## config.mk

```make
export PLATFORM = sky130hd
export DESIGN_NAME = beep_driver
export DESIGN_NICKNAME = d
export VERILOG_FILES = /design/src/rtl/beep_driver.sv
export SDC_FILE = /design/constraint.sdc
export NUM_CORES = 1
export LEC_CHECK = 0
export ABC_AREA = 1
export BUFFER_PORTS_ARGS = -buffer_cell sky130_fd_sc_hd__buf_2
export CORE_ASPECT_RATIO = 1.25
export CORE_UTILIZATION = 35
export DETAILED_ROUTE_END_ITERATION = 10
export PLACE_DENSITY = 0.55
export SYNTH_ARGS = -nofsm -noshare
export SYNTH_HDL_FRONTEND = slang
export SYNTH_SLANG_ARGS = --single-unit
```

## constraint.sdc

```tcl
create_clock -name clk -period 1.8 [get_ports clk]
set_clock_uncertainty 0.1 [all_clocks]
set_input_delay 0.09 -clock clk [delete_from_list [all_inputs] [get_ports clk]]
set_output_delay 0.09 -clock clk [all_outputs]
set_load 0.02 [all_outputs]
```

## src/rtl/beep_driver.sv

```systemverilog
// Buzzer driver: turns level request codes into fixed-length square-wave bursts,
// repeating long beeps with silent gaps while an alarm request is held.
module beep_driver #(
    parameter int unsigned SHORT_HALF = 50000,
    parameter int unsigned LONG_HALF  = 25000,
    parameter int unsigned SHORT_CYC  = 10000000,
    parameter int unsigned LONG_CYC   = 50000000,
    parameter int unsigned GAP_CYC    = 25000000
) (
    input  logic       clk,
    input  logic       rst_n,
    input  logic       en,
    input  logic [1:0] bee_in,
    output logic       buzz,
    output logic       busy,
    output logic       beep_done
);

    typedef enum logic [1:0] {
        S_IDLE,
        S_SHORT,
        S_LONG,
        S_GAP
    } state_t;

    localparam logic [1:0] REQ_SHORT = 2'b01;
    localparam logic [1:0] REQ_LONG  = 2'b10;

    state_t      r_state;
    logic [1:0]  r_bee_q;
    logic [31:0] r_dcnt;
    logic [31:0] r_tcnt;
    logic        r_buzz;
    logic        r_busy;
    logic        r_done;

    logic        w_trig_long;
    logic        w_trig_short;
    logic [31:0] w_half;

    // Edge detect against last cycle's code so a held level never retriggers.
    assign w_trig_long  = (bee_in == REQ_LONG)  && (r_bee_q != REQ_LONG);
    assign w_trig_short = (bee_in == REQ_SHORT) && (r_bee_q != REQ_SHORT);
    assign w_half       = (r_state == S_LONG) ? LONG_HALF : SHORT_HALF;

    // NOTE: sequential state uses non-blocking assignments only; the reset is
    // synchronous, so it lives inside the clocked branch rather than the sensitivity list.
    always_ff @(posedge clk) begin
        if (!rst_n) begin
            r_state <= S_IDLE;
            r_bee_q <= 2'b00;
            r_dcnt  <= '0;
            r_tcnt  <= '0;
            r_buzz  <= 1'b0;
            r_busy  <= 1'b0;
            r_done  <= 1'b0;
        end else begin
            r_bee_q <= bee_in;
            r_done  <= 1'b0;
            if (!en) begin
                r_state <= S_IDLE;
                r_dcnt  <= '0;
                r_tcnt  <= '0;
                r_buzz  <= 1'b0;
                r_busy  <= 1'b0;
            end else begin
                case (r_state)
                    S_IDLE: begin
                        r_dcnt <= '0;
                        r_tcnt <= '0;
                        if (w_trig_long) begin
                            r_state <= S_LONG;
                            r_buzz  <= 1'b1;
                            r_busy  <= 1'b1;
                        end else if (w_trig_short) begin
                            r_state <= S_SHORT;
                            r_buzz  <= 1'b1;
                            r_busy  <= 1'b1;
                        end else begin
                            r_buzz  <= 1'b0;
                            r_busy  <= 1'b0;
                        end
                    end
                    S_SHORT: begin
                        // Preemption wins over completion, so no done pulse here.
                        if (w_trig_long) begin
                            r_state <= S_LONG;
                            r_dcnt  <= '0;
                            r_tcnt  <= '0;
                            r_buzz  <= 1'b1;
                        end else if (r_dcnt == SHORT_CYC - 1) begin
                            r_state <= S_IDLE;
                            r_dcnt  <= '0;
                            r_tcnt  <= '0;
                            r_buzz  <= 1'b0;
                            r_busy  <= 1'b0;
                            r_done  <= 1'b1;
                        end else begin
                            r_dcnt <= r_dcnt + 32'd1;
                            if (r_tcnt == w_half - 1) begin
                                r_tcnt <= '0;
                                r_buzz <= ~r_buzz;
                            end else begin
                                r_tcnt <= r_tcnt + 32'd1;
                            end
                        end
                    end
                    S_LONG: begin
                        if (r_dcnt == LONG_CYC - 1) begin
                            r_done  <= 1'b1;
                            r_dcnt  <= '0;
                            r_tcnt  <= '0;
                            r_buzz  <= 1'b0;
                            if (bee_in == REQ_LONG) begin
                                r_state <= S_GAP;
                            end else begin
                                r_state <= S_IDLE;
                                r_busy  <= 1'b0;
                            end
                        end else begin
                            r_dcnt <= r_dcnt + 32'd1;
                            if (r_tcnt == w_half - 1) begin
                                r_tcnt <= '0;
                                r_buzz <= ~r_buzz;
                            end else begin
                                r_tcnt <= r_tcnt + 32'd1;
                            end
                        end
                    end
                    default: begin
                        // GAP: a short request interrupts, dropping the alarm ends it.
                        r_tcnt <= '0;
                        if (bee_in == REQ_SHORT) begin
                            r_state <= S_SHORT;
                            r_dcnt  <= '0;
                            r_buzz  <= 1'b1;
                        end else if (bee_in != REQ_LONG) begin
                            r_state <= S_IDLE;
                            r_dcnt  <= '0;
                            r_buzz  <= 1'b0;
                            r_busy  <= 1'b0;
                        end else if (r_dcnt == GAP_CYC - 1) begin
                            r_state <= S_LONG;
                            r_dcnt  <= '0;
                            r_buzz  <= 1'b1;
                        end else begin
                            r_dcnt <= r_dcnt + 32'd1;
                            r_buzz <= 1'b0;
                        end
                    end
                endcase
            end
        end
    end

    assign buzz      = r_buzz;
    assign busy      = r_busy;
    assign beep_done = r_done;

endmodule
```

==> results of run 1 <==
[where the power goes]
group          total (uW)  switching [uW]  internal, uW
clock network        1870             684          1180
logic                 217             116           101
registers            1600            10.8          1590
[stage by stage]
| stage | TNS, ps | setup WS, ps | hold WS, ps |
|---|---|---|---|
| after floorplan | 0 | 75.52 | 83.45 |
| after global placement | -1173 | -50.96 | 183.1 |
| after detailed placement | -3451 | -95.06 | 197.5 |
| after CTS | -994.5 | -52.32 | 93.58 |
| after global routing | -7437 | -163.8 | 158.2 |
| final | -156.3 | -16.38 | 101.5 |
[metal layers]
layer / GRT usage (%) / up-vias / wire [um]
met3: 2.318 / 22 / 194
li1: - / 2129 / -
met1: 19.85 / 1809 / 4332
met4: 11.10 / 0 / 323
met5: 0 / - / 0
met2: 34.18 / 50 / 5470
[logic make-up (layout without fill, tap and decap cells)]
| group | after synthesis | count (layout) | synth area share [%] |
|---|---|---|---|
| buffers and inverters | 91 | 187 | 9.102 |
| and+or+nand+nor | 389 | 389 | 43.43 |
| AOI/OAI and AO/OA | 23 | 23 | 3.024 |
| adders and majority gates | 6 | 6 | 1.833 |
| xor gates and xnor gates | 37 | 37 | 7.911 |
| DFF | 71 | 71 | 34.70 |
[synth_stat cells, types with 2 or more instances]
master     n  area [um2]
ha_1       6       75.07
xnor2_1    5       43.79
nand3_2    2       20.02
nor3b_1    2       15.01
nor2_4     2       22.52
inv_1     82       307.8
nor3_2     9       90.09
nor4_1     5       31.28
buf_6      2       22.52
nand3_1   24       120.1
xor2_1    32       280.3
o21ai_0    8       40.04
nand2_1  133       499.2
nand4_1   19       118.9
nor2_2     9       56.30
nor3_1    38       190.2
or2_2      2       12.51
a31oi_1    2       12.51
dfxtp_1   71        1421
a21oi_1   11       55.05
nor2_1   130       488.0
buf_2      4       20.02
nand2_2    7       43.79
[registers in the layout, summed over array words and instances, names as in the netlist]
name       count
beep_done      1
busy           1
buzz           1
r_bee_q        2
r_dcnt        32
r_state        2
r_tcnt        32
[area by class of cell]
class | count | area share (%)
Inverter | 84 | 5.924
Tap cell | 135 | 3.173
Clock inverter | 3 | 0.7522
Sequential cell | 71 | 26.85
Timing Repair Buffer | 87 | 13.07
Clock buffer | 13 | 5.078
Multi-Input combinational cell | 455 | 45.16
[how the worst max path moves through the flow]
stage | start | end | cells after the start
after global routing | r_dcnt[0] | r_dcnt[21] | 13
after floorplan | r_dcnt[0] | r_dcnt[24] | 13
final | r_dcnt[0] | r_dcnt[27] | 13
after detailed placement | r_dcnt[0] | r_dcnt[27] | 13
after CTS | r_dcnt[1] | r_dcnt[24] | 11
after global placement | r_dcnt[0] | r_dcnt[20] | 13
[critical path: stages, from the launching register on]
cell and delay [ps]:
dfxtp_2 350, ha_4 150, nand2_4 60, nor2_4 120
nand2_1 100, nor2_2 130, nand2_1 80, nand3_1 90
nand2_2 80, nand2_1 80, nand2_2 60, nand2_4 100
buf_12 150, nor2_1 50
[timing repair]
item / CTS / global route
hold endpoints to repair: 3 / 0
gates resized for setup: 15 / 17
setup buffers: 8 / 6
hold buffers: 6 / 0
pin swaps: 7 / 11
endpoints found under the setup margin: 66 / 69
[cell usage in the layout, fill, tap and decap left out, types with 3 or more instances in the layout]
cell | Yosys | final
a21oi_1 | 11 | 10
buf_12 | 0 | 3
buf_2 | 4 | 7
buf_4 | 0 | 69
clkbuf_16 | 0 | 9
clkbuf_8 | 0 | 3
dfxtp_1 | 71 | 65
dfxtp_2 | 0 | 6
dlygate4sd3_1 | 0 | 6
ha_1 | 6 | 5
inv_1 | 82 | 81
nand2_1 | 133 | 131
nand2_2 | 7 | 7
nand2_4 | 1 | 3
nand3_1 | 24 | 23
nand4_1 | 19 | 19
nor2_1 | 130 | 125
nor2_2 | 9 | 9
nor2_4 | 2 | 7
nor3_1 | 38 | 34
nor3_2 | 9 | 13
nor4_1 | 5 | 5
o21ai_0 | 8 | 8
xnor2_1 | 5 | 5
xor2_1 | 32 | 32
==> impl_metrics.py, run 1 <==
metrics = {
    "placement": {
        "dp_hpwl_mm": 7.815,
        "place_area_mm2": 0.004731,
        "dp.cells": 812,
        "routabilityCongestion": 0.8673,
        "io_buffers": 7,
    },
    "synthesis": {
        "synth.distinct_cells": 35,
        "synth_enable_flop_cells": 0,
        "synth-seq-cells": 71,
        "ys_seq_area_share_pct": 34.70,
        "ys.flop_type": "dfxtp_1",
        "synth_cells": 617,
        "syn_nets": 628,
        "async_flop_share_pct": 0,
        "syn_area_mm2": 0.004096,
        "avgSynthCellArea_um2": 6.639,
        "yosys_warnings": 0,
    },
    "critical_path": {
        "critPathRequiredTime_ps": 1940,
        "rrSetupSlack_ps": -20,
        "startpoint_type": "flip-flop",
        "path_max_fanout": 14,
        "reg2reg_to": "r_dcnt[27]",
        "endpoint_kind": "flip-flop",
        "r2r-start": "r_dcnt[0]",
        "worstSetupPathType": "reg2reg",
        "r2r_cells": 13,
        "cp.arrival_ps": 1950,
    },
    "timing": {
        "fin_ws_ps": -16.38,
        "max_freq_mhz": 550.5,
        "rsz0062_at_grt": "true",
        "drv_slew": 0,
        "hold_viol": 0,
        "maxSlewHeadroom_pct": 69.24,
        "min_period_over_period_pct": 100.9,
        "finalSetupViolations": 15,
        "post-route-min-period_ps": 1816,
        "worst_slew_pin_slew_ps": 457.9,
    },
    "grt": {
        "grt_pass1_vias": 3963,
        "grt_usage_pct": 18.36,
        "grt_pass1_wl_mm": 17.48,
        "antenna_found_initial": 0,
        "grt_max_degree": 16,
        "grt_overflow": 0,
    },
    "run_status": {
        "outcome": "finished with violations",
        "violations": "negative setup slack",
    },
    "clock_network": {
        "ctsHtreeMaxLevel": 3,
        "cts_sinks": 71,
        "tritoncts": "built",
        "cts_buffer_depth": 2,
        "clock_latency_ps": 340,
        "clock_tree.root_cell": "clkbuf_16",
        "cts_buffers": 9,
        "clk_transition_reported_paths_ps": 60,
    },
    "finish": {
        "final_area_mm2": 0.005323,
        "seqCellArea_mm2": 0.001429,
        "drive_above_1_share_pct": 21.46,
        "multi_input_area_mm2": 0.002404,
        "fin_cells": 848,
        "final_util_pct": 47.34,
        "diodes": 0,
        "nets": 719,
        "area_growth_pct": 29.93,
        "fillers": 1143,
    },
    "floorplanning": {
        "die_area_mm2": 0.01214,
        "core_mm2": 0.01124,
        "die_h_um": 123.0,
        "dieWidth_um": 98.77,
        "rows": 43,
        "ioPinCount": 8,
        "start_util_pct": 36.43,
    },
    "power": {
        "vdd_ir_drop_max_mv": 0.4106,
        "p_leak_uw": 0.002024,
        "total_power_uw": 3679,
        "power_density_mw_per_mm2": 691.2,
    },
    "routing": {
        "routedWlPerCell_um": 12.17,
        "vias": 4010,
        "drc_errors": 0,
        "vias_per_cell": 4.729,
        "first_pass_iters": 4,
        "drtAntennaViolNets": 0,
        "postRouteWirelength_mm": 10.32,
        "drt_iter0_drc": 213,
    },
    "hold_path": {
        "min_to": "beep_done",
        "min_from": "rst_n",
        "hp-class": "in2reg",
        "holdPathStages": 5,
    },
    "job": {
        "maxCapViolCount": 0,
    },
}
(Power assumes the default switching activity.)
==> run 2: changes to the inputs <==
--- a/config.mk
+++ b/config.mk
@@ -5,12 +5,12 @@
 export SDC_FILE = /design/constraint.sdc
 export NUM_CORES = 1
 export LEC_CHECK = 0
-export ABC_AREA = 1
 export BUFFER_PORTS_ARGS = -buffer_cell sky130_fd_sc_hd__buf_2
 export CORE_ASPECT_RATIO = 1.25
 export CORE_UTILIZATION = 35
 export DETAILED_ROUTE_END_ITERATION = 10
 export PLACE_DENSITY = 0.55
+export SKIP_CTS_REPAIR_TIMING = 1
 export SYNTH_ARGS = -nofsm -noshare
 export SYNTH_HDL_FRONTEND = slang
 export SYNTH_SLANG_ARGS = --single-unit
==> impl_metrics.py, run 2 <==
metrics = {
    "run_status": {
        "outcome": "finished with violations",
        "violations": "negative setup slack",
    },
    "synthesis": {
        "synth.distinct_cells": 43,
        "synth_common_cells": "71 x dfxtp_1, 53 x nor2_1, 43 x nor3_1",
        "avgSynthCellArea_um2": 8.541,
        "syn_nets": 419,
        "ys_seq_area_share_pct": 40.79,
        "yosysMostFrequentCell": "dfxtp_1",
        "yosys-top-cells-area": "dfxtp_1 41%, xor2_1 8.8%, xnor2_1 6.5%",
        "async_flop_share_pct": 0,
        "synth_top_area_cell": "dfxtp_1",
        "synth_cells": 408,
        "ys.flop_type": "dfxtp_1",
        "synth_top_cell_area_share_pct": 40.79,
        "yosys_warnings": 0,
        "syn_area_mm2": 0.003485,
        "synth-seq-cells": 71,
        "synth_enable_flop_cells": 0,
    },
    "timing": {
        "finalSetupViolations": 68,
        "min_period_over_period_pct": 117.7,
        "worst_slew_pin_slew_ps": 382.7,
        "post-route-min-period_ps": 2118,
        "maxSlewHeadroom_pct": 74.42,
        "final.setup.tns_ps": -17860,
        "hold_viol": 0,
        "max_freq_mhz": 472.1,
        "fin_ws_ps": -318.1,
        "rsz0062_at_grt": "true",
        "drv_slew": 0,
    },
    "grt": {
        "grt_pass1_vias": 3165,
        "antenna_found_initial": 0,
        "grt_max_degree": 33,
        "grt_overflow": 0,
        "grt_usage_pct": 17.24,
        "grt_pass1_wl_mm": 14.31,
    },
    "power": {
        "swShare_pct": 21.62,
        "total_power_uw": 3654,
        "p_clk_share_pct": 52.2,
        "power_density_mw_per_mm2": 723.5,
        "pwr-share-comb_pct": 4.5,
        "p_leak_uw": 0.001811,
        "vdd_ir_drop_max_mv": 0.5493,
        "p_int_uw": 2864,
        "pwr-share-seq_pct": 43.3,
        "p_sw_uw": 789.9,
    },
    "routing": {
        "drtAntennaViolNets": 0,
        "drt_iter0_drc": 95,
        "first_pass_iters": 4,
        "routedWlPerCell_um": 13.92,
        "drc_errors": 0,
        "postRouteWirelength_mm": 8.964,
        "vias_per_cell": 4.988,
        "vias": 3212,
    },
    "hold_path": {
        "min_from": "en",
        "holdPathStages": 4,
        "min_to": "r_state[0]",
        "hp-class": "in2reg",
    },
    "floorplanning": {
        "start_util_pct": 36.08,
        "core_mm2": 0.009659,
        "die_area_mm2": 0.01036,
        "rows": 40,
        "die_h_um": 113.6,
        "ioPinCount": 8,
        "dieWidth_um": 91.25,
    },
    "clock_network": {
        "ctsHtreeMaxLevel": 3,
        "tritoncts": "built",
        "cts_buffers": 9,
        "cts_buffer_depth": 2,
        "clock_latency_ps": 330,
        "cts_sinks": 71,
        "clock_tree.root_cell": "clkbuf_16",
        "clk_transition_reported_paths_ps": 60,
    },
    "critical_path": {
        "r2r-start": "r_dcnt[11]",
        "endpoint_kind": "flip-flop",
        "path_max_fanout": 5,
        "worstSetupPathType": "reg2reg",
        "reg2reg_to": "r_state[0]",
        "r2r_cells": 6,
        "critPathRequiredTime_ps": 1950,
        "startpoint_type": "flip-flop",
        "rrSetupSlack_ps": -320,
        "cp.arrival_ps": 2270,
    },
    "finish": {
        "area_growth_pct": 44.92,
        "top_regs": "r_dcnt: 32 flops, r_tcnt: 32 flops",
        "nets": 524,
        "drive_above_1_share_pct": 35.71,
        "diodes": 0,
        "fillers": 881,
        "final_cell_mix": "91 x buf_4, 58 x dfxtp_1, 37 x nor3_1",
        "multi_input_area_mm2": 0.002220,
        "seqCellArea_mm2": 0.001440,
        "final_common_cell": "buf_4",
    },
    "placement": {
        "dp_hpwl_mm": 6.126,
        "dp_slack_ps": -307.8,
        "routabilityCongestion": 0.8067,
        "io_buffers": 7,
    },
    "job": {
        "maxCapViolCount": 0,
    },
}
==> run 2: per-layer routing <==
layer / up-vias / track usage (%) / part of all wire (%)
li1: 1660 / - / -
met1: 1497 / 18.93 / 42
met2: 45 / 32.73 / 54
met3: 10 / 3.733 / 2.6
met4: 0 / 5.608 / 1.2
met5: - / 0 / 0
==> run 2: how the worst max path moves through the flow <==
| stage | slack (ps) | cells past startpoint | from | endpoint |
|---|---|---|---|---|
| 3_3_place_gp | -340 | 7 | r_dcnt[30] | r_state[0] |
| 4_1_cts | -330 | 6 | r_dcnt[30] | r_state[0] |
| 5_1_grt | -380 | 7 | r_dcnt[11] | r_dcnt[6] |
| 6_report | -320 | 6 | r_dcnt[11] | r_state[0] |
| 3_5_place_dp | -310 | 6 | r_dcnt[30] | r_state[0] |
| 2_1_floorplan | -220 | 6 | r_dcnt[26] | r_state[0] |
==> run 2: kinds of logic after synthesis <==
family	synth area share (%)
AND/OR/NAND/NOR	34.54
multiplexers	0.2873
flip-flops	40.79
AO/OA/AOI/OAI	3.950
XOR/XNOR	15.33
adder cells (fa/ha/maj)	2.154
buffers and inverters	2.944
==> run 2: stage by stage <==
stage          instances  hold slack (ps)  instance area [um2]  utilization, %
2_1_floorplan        408            111.7                 3576               -
3_3_place_gp         619            218.6                 4389           45.44
3_5_place_dp         619            230.1                 4389           45.44
4_1_cts              635           -112.1                 4710           48.76
5_1_grt              644            168.3                 5050           52.28
6_report             644            157.9                 5050           52.28
==> run 2: layout make-up <==
type / count / share of cell area (%)
Timing Repair Buffer: 108 / 17.32
Clock buffer: 9 / 4.460
Multi-Input combinational cell: 313 / 43.95
Inverter: 10 / 0.7433
Clock inverter: 7 / 1.883
Sequential cell: 71 / 28.52
Tap cell: 126 / 3.122
==> run 2: power by group through the flow <==
stage / sequential, uW / clock [uW] / combinational (uW)
4_1_cts: 1580 / 1960 / 153
5_1_grt: 1580 / 2020 / 179
2_1_floorplan: 1620 / 0 / 92.8
6_report: 1580 / 1910 / 164
3_5_place_dp: 1620 / 0 / 153
3_3_place_gp: 1620 / 0 / 152
==> run 2: worst max-delay path, stage by stage, from the launching register on <==
cell and delay [ps]:
dfxtp_4 360, nor4b_4 310, nand4_4 160, o41ai_4 390, o21ai_2 140, or4b_1 500
o31ai_2 70
==> run 3: changes to the inputs <==
--- a/config.mk
+++ b/config.mk
@@ -10,6 +10,7 @@
 export CORE_UTILIZATION = 35
 export DETAILED_ROUTE_END_ITERATION = 10
 export PLACE_DENSITY = 0.55
+export SETUP_SLACK_MARGIN = 0.4
 export SKIP_CTS_REPAIR_TIMING = 1
 export SYNTH_ARGS = -nofsm -noshare
 export SYNTH_HDL_FRONTEND = slang
==> impl_metrics.py, run 3 (same netlist as run 2, synthesis figures left out) <==
metrics = {
    "run_status": {
        "outcome": "finished with violations",
        "violations": "negative setup slack",
    },
    "floorplanning": {
        "rows": 40,
        "die_h_um": 113.6,
        "die_area_mm2": 0.01036,
        "dieWidth_um": 91.25,
        "ioPinCount": 8,
        "start_util_pct": 36.08,
        "core_mm2": 0.009659,
    },
    "critical_path": {
        "reg2reg_to": "r_dcnt[14]",
        "path_max_fanout": 7,
        "endpoint_kind": "flip-flop",
        "r2r-start": "r_dcnt[1]",
        "worstSetupPathType": "reg2reg",
        "critPathLaunch": "r_dcnt[1]",
        "startpoint_type": "flip-flop",
        "critPathRequiredTime_ps": 1900,
        "cp.arrival_ps": 2270,
        "r2r_cells": 9,
        "rrSetupSlack_ps": -370,
        "endpoint": "r_dcnt[14]",
    },
    "timing": {
        "finalSetupViolations": 68,
        "worst_slew_pin_slew_ps": 412.5,
        "min_period_over_period_pct": 120.8,
        "final.setup.tns_ps": -20000,
        "hold_viol": 0,
        "fin_ws_ps": -373.8,
        "maxSlewHeadroom_pct": 72.50,
        "post-route-min-period_ps": 2174,
        "max_freq_mhz": 460.0,
        "rsz0062_at_grt": "true",
        "drv_slew": 0,
    },
    "finish": {
        "nets": 531,
        "top_regs": "r_dcnt: 32 flops, r_tcnt: 32 flops",
        "area_growth_pct": 43.77,
        "drive_above_1_share_pct": 30.29,
        "final_cell_mix": "95 x buf_4, 64 x dfxtp_1, 53 x nor2_1",
        "final_util_pct": 51.87,
        "final_common_cell": "buf_4",
        "fin_cells": 651,
        "diodes": 0,
    },
    "clock_network": {
        "cts_buffers": 9,
        "clock_tree.root_cell": "clkbuf_16",
        "cts_sinks": 71,
        "clk_transition_reported_paths_ps": 60,
        "ctsHtreeMaxLevel": 3,
        "tritoncts": "built",
        "cts_buffer_depth": 2,
        "clock_latency_ps": 330,
    },
    "power": {
        "p_leak_uw": 0.001854,
        "vdd_ir_drop_max_mv": 0.4448,
        "power_density_mw_per_mm2": 742.2,
    },
    "placement": {
        "io_buffers": 7,
        "dp_slack_ps": -304.5,
        "dp.cells": 618,
        "routabilityCongestion": 0.8498,
        "dp_hpwl_mm": 6.235,
    },
    "routing": {
        "drt_iter0_drc": 130,
        "drc_errors": 0,
        "routedWlPerCell_um": 14.00,
        "vias": 3304,
        "vias_per_cell": 5.075,
        "first_pass_iters": 4,
        "drtAntennaViolNets": 0,
        "postRouteWirelength_mm": 9.115,
    },
    "grt": {
        "grt_pass1_vias": 3223,
        "grt_overflow": 0,
        "antenna_found_initial": 0,
        "grt_pass1_wl_mm": 14.41,
        "grt_usage_pct": 17.41,
        "grt_max_degree": 34,
    },
    "job": {
        "maxCapViolCount": 0,
    },
    "hold_path": {
        "hp-class": "in2reg",
    },
}
## run 3: worst min-delay path by stage
stage	startpoint	to	slack, ps	cells past startpoint
finish	en	r_state[0]	100	4
global route	en	r_state[0]	120	4
CTS	bee_in[0]	r_bee_q[0]	-120	2
detailed placement	bee_in[0]	r_bee_q[0]	220	2
global placement	bee_in[0]	r_bee_q[0]	220	2
floorplan	bee_in[0]	r_bee_q[0]	110	1
## run 3: final cells by class
| class | instances | area (um2) |
|---|---|---|
| Multi-Input combinational cell | 313 | 2115 |
| Timing Repair Buffer | 115 | 945.9 |
| Fill cell | 867 | 4649 |
| Clock inverter | 5 | 81.33 |
| Sequential cell | 71 | 1430 |
| Clock buffer | 11 | 242.7 |
| Inverter | 10 | 37.54 |
| Tap cell | 126 | 157.7 |
## run 3: power breakdown
| part | internal (uW) | leakage, uW | switching (uW) |
|---|---|---|---|
| Clock | 1250 | 0.000156 | 675 |
| Sequential | 1580 | 0.000576 | 4.73 |
| Combinational | 98.6 | 0.00112 | 109 |
## run 3: metrics by stage
stage	power (uW)	instance area [um2]	hold WS, ps
floorplan	1714	3576	111.7
global placement	1767	4369	219.2
detailed placement	1769	4369	224.8
CTS	3695	4693	-121.1
global route	3827	5010	118.8
finish	3718	5010	96.44
## run 3: critical path, stage by stage, from the launching register on
cell and delay (ps):
dfxtp_1 370, ha_4 150, nor2b_4 180, nand4_4 150, o41ai_4 390, o21ai_2 160, a21oi_4 200, buf_4 160
clkbuf_16 140, nor3_1 50
## run 3: routing by layer
layer | share of wire [%] | global-route usage, % | up-vias
li1 | - | - | 1665
met1 | 42 | 18.64 | 1561
met2 | 52 | 31.87 | 54
met3 | 2.8 | 3.400 | 24
met4 | 3.5 | 9.947 | 0
met5 | 0 | 0 | -
